--- config.mk ---
export PLATFORM = sky130hd
export DESIGN_NAME = noc_inject_arbiter
export DESIGN_NICKNAME = d
export VERILOG_FILES = /design/src/rtl/noc_inject_arbiter.sv
export SDC_FILE = /design/constraint.sdc
export NUM_CORES = 1
export LEC_CHECK = 0
export ABC_AREA = 1
export BUFFER_PORTS_ARGS = -buffer_cell sky130_fd_sc_hd__clkbuf_2
export CORE_MARGIN = 2
export CORE_UTILIZATION = 47
export CTS_CLUSTER_SIZE = 20
export DETAILED_ROUTE_END_ITERATION = 6
export HOLD_SLACK_MARGIN = 0.02
export PLACE_DENSITY = 0.82
export SYNTH_ARGS = -nofsm -noshare
export SYNTH_HDL_FRONTEND = slang
export SYNTH_SLANG_ARGS = --single-unit
export TNS_END_PERCENT = 30
--- constraint.sdc ---
create_clock -name clk -period 2.49 [get_ports clk]
set_input_delay 0.1245 -clock clk [delete_from_list [all_inputs] [get_ports clk]]
set_output_delay 0.1245 -clock clk [all_outputs]
set_load 0.05 [all_outputs]
--- src/rtl/noc_inject_arbiter.sv ---
// Packet-level round-robin injection arbiter for one NoC router local port.
// Picks a VC per packet, tracks per-VC credits, formats head/tail/VC flits.
module noc_inject_arbiter #(
  parameter int R    = 4,
  parameter int V    = 4,
  parameter int B    = 4,
  parameter int Fpay = 32,
  localparam int Fw  = 2 + V + Fpay
) (
  input  logic            clk,
  input  logic            reset,
  input  logic [R-1:0]    req_valid,
  input  logic [R*Fpay-1:0] req_payload,
  input  logic [R-1:0]    req_tail,
  output logic [R-1:0]    req_ready,
  output logic [Fw-1:0]   flit_out,
  output logic            flit_out_wr,
  input  logic [V-1:0]    credit_in,
  output logic            busy,
  output logic            credit_err
);

  localparam int RW = (R > 1) ? $clog2(R) : 1;
  localparam int VW = (V > 1) ? $clog2(V) : 1;
  localparam int CW = $clog2(B + 1);
  localparam logic [CW-1:0] CFULL = CW'(B);

  typedef enum logic {IDLE, SEND} state_t;

  state_t                state;
  logic [RW-1:0]         rr_ptr;
  logic [RW-1:0]         grant;
  logic [RW-1:0]         pick;
  logic                  pick_ok;
  logic [VW-1:0]         vc_sel;
  logic [VW-1:0]         vc_pick;
  logic                  vc_ok;
  logic [V-1:0][CW-1:0]  credit;
  logic                  first_flit;
  logic                  accept;
  logic                  has_credit;
  logic [V-1:0]          send_v;
  logic [V-1:0]          vc_oh;
  logic [Fpay-1:0]       payload;
  logic [RW-1:0]         rr_next;
  logic [RW:0]           sum;
  logic [RW-1:0]         idx;

  // Round-robin search from rr_ptr; descending loop lets the nearest win.
  always_comb begin
    pick    = '0;
    pick_ok = 1'b0;
    sum     = '0;
    idx     = '0;
    for (int k = R - 1; k >= 0; k--) begin
      sum = {1'b0, rr_ptr} + (RW+1)'(k);
      if (sum >= (RW+1)'(R))
        sum = sum - (RW+1)'(R);
      idx = sum[RW-1:0];
      if (req_valid[idx]) begin
        pick    = idx;
        pick_ok = 1'b1;
      end
    end
  end

  always_comb begin
    vc_pick = '0;
    vc_ok   = 1'b0;
    for (int v = V - 1; v >= 0; v--) begin
      if (credit[v] != '0) begin
        vc_pick = VW'(v);
        vc_ok   = 1'b1;
      end
    end
  end

  assign has_credit = (credit[vc_sel] != '0);
  assign accept     = (state == SEND) & req_valid[grant] & has_credit;
  assign busy       = (state == SEND);
  assign vc_oh      = V'(1) << vc_sel;
  assign payload    = req_payload[grant*Fpay +: Fpay];
  assign rr_next    = (grant == RW'(R - 1)) ? '0 : grant + RW'(1);

  always_comb begin
    req_ready = '0;
    if (state == SEND)
      req_ready[grant] = req_valid[grant] & has_credit;
  end

  always_comb begin
    send_v         = '0;
    send_v[vc_sel] = accept;
  end

  always_ff @(posedge clk or negedge reset) begin
    if (!reset) begin
      state       <= IDLE;
      rr_ptr      <= '0;
      grant       <= '0;
      vc_sel      <= '0;
      first_flit  <= 1'b1;
      flit_out    <= '0;
      flit_out_wr <= 1'b0;
    end else begin
      flit_out_wr <= accept;
      if (accept)
        flit_out <= {first_flit, req_tail[grant], vc_oh, payload};
      unique case (state)
        IDLE: begin
          if (pick_ok && vc_ok) begin
            grant  <= pick;
            vc_sel <= vc_pick;
            state  <= SEND;
          end
        end
        SEND: begin
          if (accept) begin
            first_flit <= req_tail[grant];
            if (req_tail[grant]) begin
              rr_ptr <= rr_next;
              state  <= IDLE;
            end
          end
        end
        default: state <= IDLE;
      endcase
    end
  end

  // A send and a returned credit on the same VC cancel out.
  always_ff @(posedge clk or negedge reset) begin
    if (!reset) begin
      for (int v = 0; v < V; v++)
        credit[v] <= CFULL;
      credit_err <= 1'b0;
    end else begin
      for (int v = 0; v < V; v++) begin
        case ({send_v[v], credit_in[v]})
          2'b10: credit[v] <= credit[v] - CW'(1);
          2'b01: begin
            if (credit[v] == CFULL)
              credit_err <= 1'b1;
            else
              credit[v] <= credit[v] + CW'(1);
          end
          default: ;
        endcase
      end
    end
  end

endmodule

Word-level counts from Yosys, hierarchy flattened
Index checks and enable logic that the tools add are counted.
{"block": "op_classes", "magnitude_cmp": 12, "add_sub_neg": 16, "muxes": 60, "bitwise_logic": 6, "n_shift": 2, "reduce_logical": 19, "n_eq_ne": 17}
{"operator": "$shiftx 128x8->32", "count": 1}
{"operator": "$mux 1", "count": 27}
{"operator": "$mux 2", "count": 13}
{"operator": "$pmux 3 s2", "count": 4}
{"operator": "$lt 2x3->1 const B", "count": 6}
{"operator": "$mux 3", "count": 5}
{"operator": "$reduce_bool 3->1", "count": 5}
{"operator": "$add 3x1->3 const B", "count": 4}
{"operator": "$bmux 1 s2", "count": 6}
{"operator": "$eq 3x3->1 const B", "count": 4}
{"operator": "$reduce_and 2->1", "count": 6}
{"operator": "$sub 3x1->3 const B", "count": 4}
{"operator": "$eq 2x2->1 const B", "count": 5}
{"operator": "$ge 3x3->1 const B", "count": 3}
{"operator": "$and 4x4->4", "count": 2}
{"operator": "$eq 2x1->1 const B", "count": 4}
{"operator": "$ne 2x2->1 const B", "count": 4}
{"operator": "$reduce_bool 2->1", "count": 4}
{"operator": "$sub 2x1->2 const B", "count": 4}
{"operator": "$add 2x2->3 const B", "count": 2}
{"operator": "$bmux 3 s2", "count": 1}
{"operator": "$demux 1 s2", "count": 2}
{"operator": "$ge 2x1->1 const B", "count": 2}
{"operator": "$mux 4", "count": 1}
{"operator": "other kinds (9)", "count": 13}
{"block": "word_totals", "reg_bits": 60, "inputBits": 142}

Depth between registers and ports, before layout
{"block": "logic_depth", "word_depth": 13, "depth_mapped": 15, "depth_no_buf": 15}

Worst setup path after synthesis
Ideal clock, no wire load.
{"block": "synth_timing", "path_type": "reg2out", "startpoint": "register grant[1]", "endpoint": "output req_ready[0]", "t_required_ns": 2.365, "path_stages_with_launch": 11, "path_buffers": 3, "arrival_ns": 1.973, "setup_slack_ns": 0.392, "cell_sequence": "dfrtp_1 > buf_2 > inv_2 > nand3_1 > nand2_1 > nand2_1 > nor2_1 > buf_4 > inv_1 > buf_2 > nor2_1"}
{"block": "synth_via", "elab_chain_len": 6, "word_cells_on_any_way": 10, "cone_classes": "order compare (2); mux (5); bitwise (2); reduce/logical (1)"}
{"element": "start: declaration", "line": "32", "source": "logic [RW-1:0] grant;"}
{"element": "start signal: assignment", "line": "112", "source": "grant <= pick;"}
{"element": "$lt 2x3->1 (not written as such) / $ge 2x1->1 (equally long branches)", "line": "88", "source": "req_ready[grant] = req_valid[grant] & has_credit;"}
{"element": "$logic_and 1x1->1 (not written as such)", "line": "88"}
{"element": "$mux 1 (not written as such)", "line": "88"}
{"element": "$demux 1 s2", "line": "88"}
{"element": "$and 4x4->4 (no line) (*)"}
{"element": "$mux 4 (*)", "line": "87", "source": "if (state == SEND)"}
{"element": "end: declaration", "line": "15", "source": "output logic [R-1:0] req_ready,"}
Every way passes the cells marked *; elsewhere a longest branch is shown, timed or not. The select of a mux whose other input is x is not followed.

Worst setup path in the final report
{"block": "layout_timing", "startpoint": "register credit[2] (netlist bit)", "endpoint": "output req_ready[3]"}
{"block": "layout_via", "elab_chain_len": 6}
{"element": "start: declaration", "line": "38", "source": "logic [V-1:0][CW-1:0] credit;"}
{"element": "start signal: indexed assignment", "line": "140", "source": "2'b10: credit[v] <= credit[v] - CW'(1);"}
{"element": "start signal: indexed assignment", "line": "145", "source": "credit[v] <= credit[v] + CW'(1);"}
{"element": "$bmux 3 s2", "line": "78", "source": "assign has_credit = (credit[vc_sel] != '0);"}
{"element": "$mux 3 (not written as such)", "line": "78"}
{"element": "$reduce_bool 3->1", "line": "78"}
{"element": "$and 1x1->1", "line": "88"}
{"element": "$and 4x4->4 (no line)"}
{"element": "$mux 4", "line": "87"}
No other way between the ends. The select of a mux whose other input is x is not followed.

==> impl_metrics.env <==
export IMPL_r2r_end="credit[11]"
export IMPL_dieHeight_um=93.8
export IMPL_grt_pass1_wl_um=19400
export IMPL_grt_usage=0.281
export IMPL_setup_slack_ns=0.0953
export IMPL_tightestPinTransition_ns=0.634
export IMPL_htree_levels=3
export IMPL_areaGrowthSynthToFinish_pct=35.2
export IMPL_io_buffers=186
export IMPL_synth_cell_types=26
export IMPL_fp_row_count=32
export IMPL_nNetsFinal=887
export IMPL_synth_top_flop_cell="dfrtp_1"
export IMPL_clock_sinks=60
export IMPL_fin_area_um2=5120
export IMPL_worstRegToRegCells=13
export IMPL_period_needed_ns=2.39
export IMPL_hold_depth=3
export IMPL_overflow=0
export IMPL_vias=4394
export IMPL_first_pass_iters=5
export IMPL_dpl_cell_area_um2=4840
export IMPL_r2r_start="credit[0]"
export IMPL_core_area_um2=7770
export IMPL_worst_endpoint_arrival_ns=2.27
export IMPL_slew_headroom=0.577
export IMPL_yosysWarnings=0
export IMPL_synth_fp_nets=709
export IMPL_clockBufferDepth=2
export IMPL_p_leak_uw=0.00266
export IMPL_hp_class="in2reg"
export IMPL_netlist_area_um2=3790
export IMPL_dp_final_hpwl_um=8960
export IMPL_numCtsBuffers=9
export IMPL_place_ws_ns=0.311
export IMPL_ys_ff_latch=60
export IMPL_grt_pass1_vias=4299
export IMPL_reg2reg_slack_ns=0.22
export IMPL_antenna_cells=0
export IMPL_clock_latency_ns=0.34
export IMPL_outcome="finished clean"
export IMPL_drc=0
export IMPL_crit_fanout=28
export IMPL_cts_tree="yes"
export IMPL_min_to="flit_out[29]"
export IMPL_path_class="reg2out"
export IMPL_routed_wl_um=11800
export IMPL_netlist_instances=559
export IMPL_hp_start="req_payload[125]"
export IMPL_fin_crit_sh=0.962
export IMPL_synth_edf_count=0
export IMPL_start_kind="flop"
export IMPL_dieArea_um2=8790
export IMPL_fin_worst_skew_ns=0.00641
export IMPL_critPathLaunch="credit[2]"
export IMPL_p_per_area_nw_per_um2=1530
export IMPL_wire_per_inst_um=14.0
export IMPL_die_w_um=93.8
export IMPL_cts_clk_slew_worst_paths_ns=0.08
export IMPL_drt_initial_drc_count=226
export IMPL_ioPinCount=187
export IMPL_yosysSeqAreaShare=0.398
export IMPL_syn_avg_cell_area_um2=6.78
export IMPL_antenna_found_initial=0
export IMPL_layout_drive_gt1_share=0.305
export IMPL_synth_top_cell_by_area="dfrtp_1"
export IMPL_synthArstFlopShare=1.00
export IMPL_required_ns=2.37
export IMPL_synthMostInstantiatedCell="nor2_1"
export IMPL_ant_nets=0
export IMPL_endpoint_kind="output port"
export IMPL_drt_vias_per_instance=5.21
export IMPL_rsz0062_at_grt="yes"
export IMPL_ir_worst_vdd_mv=0.605
export IMPL_synth_common_cells="181 x nor2_1, 81 x o21ai_0, 72 x nand2_1"
export IMPL_cts_root_buf="clkbuf_8"
export IMPL_hold_viol=0
export IMPL_synth_top_cell_area_share=0.363
export IMPL_fmax_ghz=0.418
export IMPL_grt_max_degree=69
export IMPL_place_gp_congestion=0.971
export IMPL_holdWs_ns=0.103
export IMPL_synth_area_leaders="dfrtp_1 36%, nor2_1 18%, o21ai_0 11%"
export IMPL_start_util=0.488
export IMPL_slew_viol_final=0
export IMPL_drv_cap=0
export IMPL_setup_viol_count_final=0
==> sequential cells by signal, indices dropped and copies added (netlist names) <==
name	count
first_flit	1
flit_out	38
rr_ptr	2
credit_err	1
busy	1
grant	2
flit_out_wr	1
vc_sel	2
credit	12
==> worst max-delay path by stage <==
stage / endpoint / slack (ns) / cells after the start
finish: req_ready[3] / 0.1 / 10
global route: req_ready[3] / -0.04 / 10
CTS: req_ready[3] / -0.009 / 10
detailed placement: credit[11] / 0.31 / 13
global placement: req_ready[1] / 0.37 / 10
floorplan: req_ready[0] / 0.39 / 10
==> metrics by stage <==
step | instances | setup TNS, ns | power, µW | utilization
finish | 844 | 0 | 7820 | 0.659
global placement | 824 | 0 | 6510 | 0.623
global route | 844 | -0.118 | 8430 | 0.659
detailed placement | 824 | 0 | 6650 | 0.623
CTS | 841 | -0.00858 | 7680 | 0.654
floorplan | 559 | 0 | 5450 | -
==> worst max-delay path: stages (launching register included) <==
cell        delay (ns)
dfstp_2           0.55
inv_1             0.06
nand3_1           0.16
nand2_1           0.07
nand2_1           0.09
nor2_1            0.07
nor2_4            0.20
buf_12            0.20
clkinvlp_4        0.18
nor2_2            0.18
buf_12            0.16
==> layout make-up <==
cell class / instances / area (µm²)
sequential: 60 / 1510
inverter: 42 / 161
multi-input combinational: 426 / 2000
timing repair buffer: 198 / 1100
tap: 102 / 128
fill: 701 / 2650
clock inverter: 7 / 98.8
clock buffer: 9 / 124
==> placed cells by master (no fill, tap or decap), drive strengths merged <==
master	count
nand2	72
nand3b	4
clkinv	2
o211ai	1
o21ai	83
clkinvlp	2
o21bai	1
xor2	4
a21oi	2
nor2	181
dfrtp	55
buf	15
o22ai	2
nand4	3
or2	1
inv	43
fa	4
nand3	28
clkbuf	191
ha	4
dlygate4sd3	1
bufinv	2
dfstp	5
nor3	2
o31ai	1
a31oi	33
==> cell families (layout without fill, tap and decap cells) <==
logic type	count (synthesis)	count (layout)	share of synthesized area
fa+ha+maj	8	8	0.0344
flops	60	60	0.398
compound gates	123	123	0.176
simple gates	291	291	0.305
buf+inv	73	256	0.0773
xor+xnor	4	4	0.00925
==> report_power, final <==
part           switching [µW]  internal (µW)
Sequential                338           1500
Clock                     423            570
Combinational            3500           1480
==> repair_timing <==
action | in CTS | in global routing
gates resized for setup | 2 | 8
setup buffers | 0 | 3
hold buffers | 1 | 0
endpoints found under the setup margin | 4 | 4
gates cloned | 0 | 0
endpoints found under the hold margin | 36 | 0
pin swaps | 0 | 1
==> routing by layer <==
layer  wire length, µm  track usage  part of all wire
met4               479        0.133             0.041
met2              5780        0.491              0.49
met1              4720        0.320              0.40
met5                 0            0                 0
met3               813       0.0706             0.069
(Power assumes the default switching activity.)
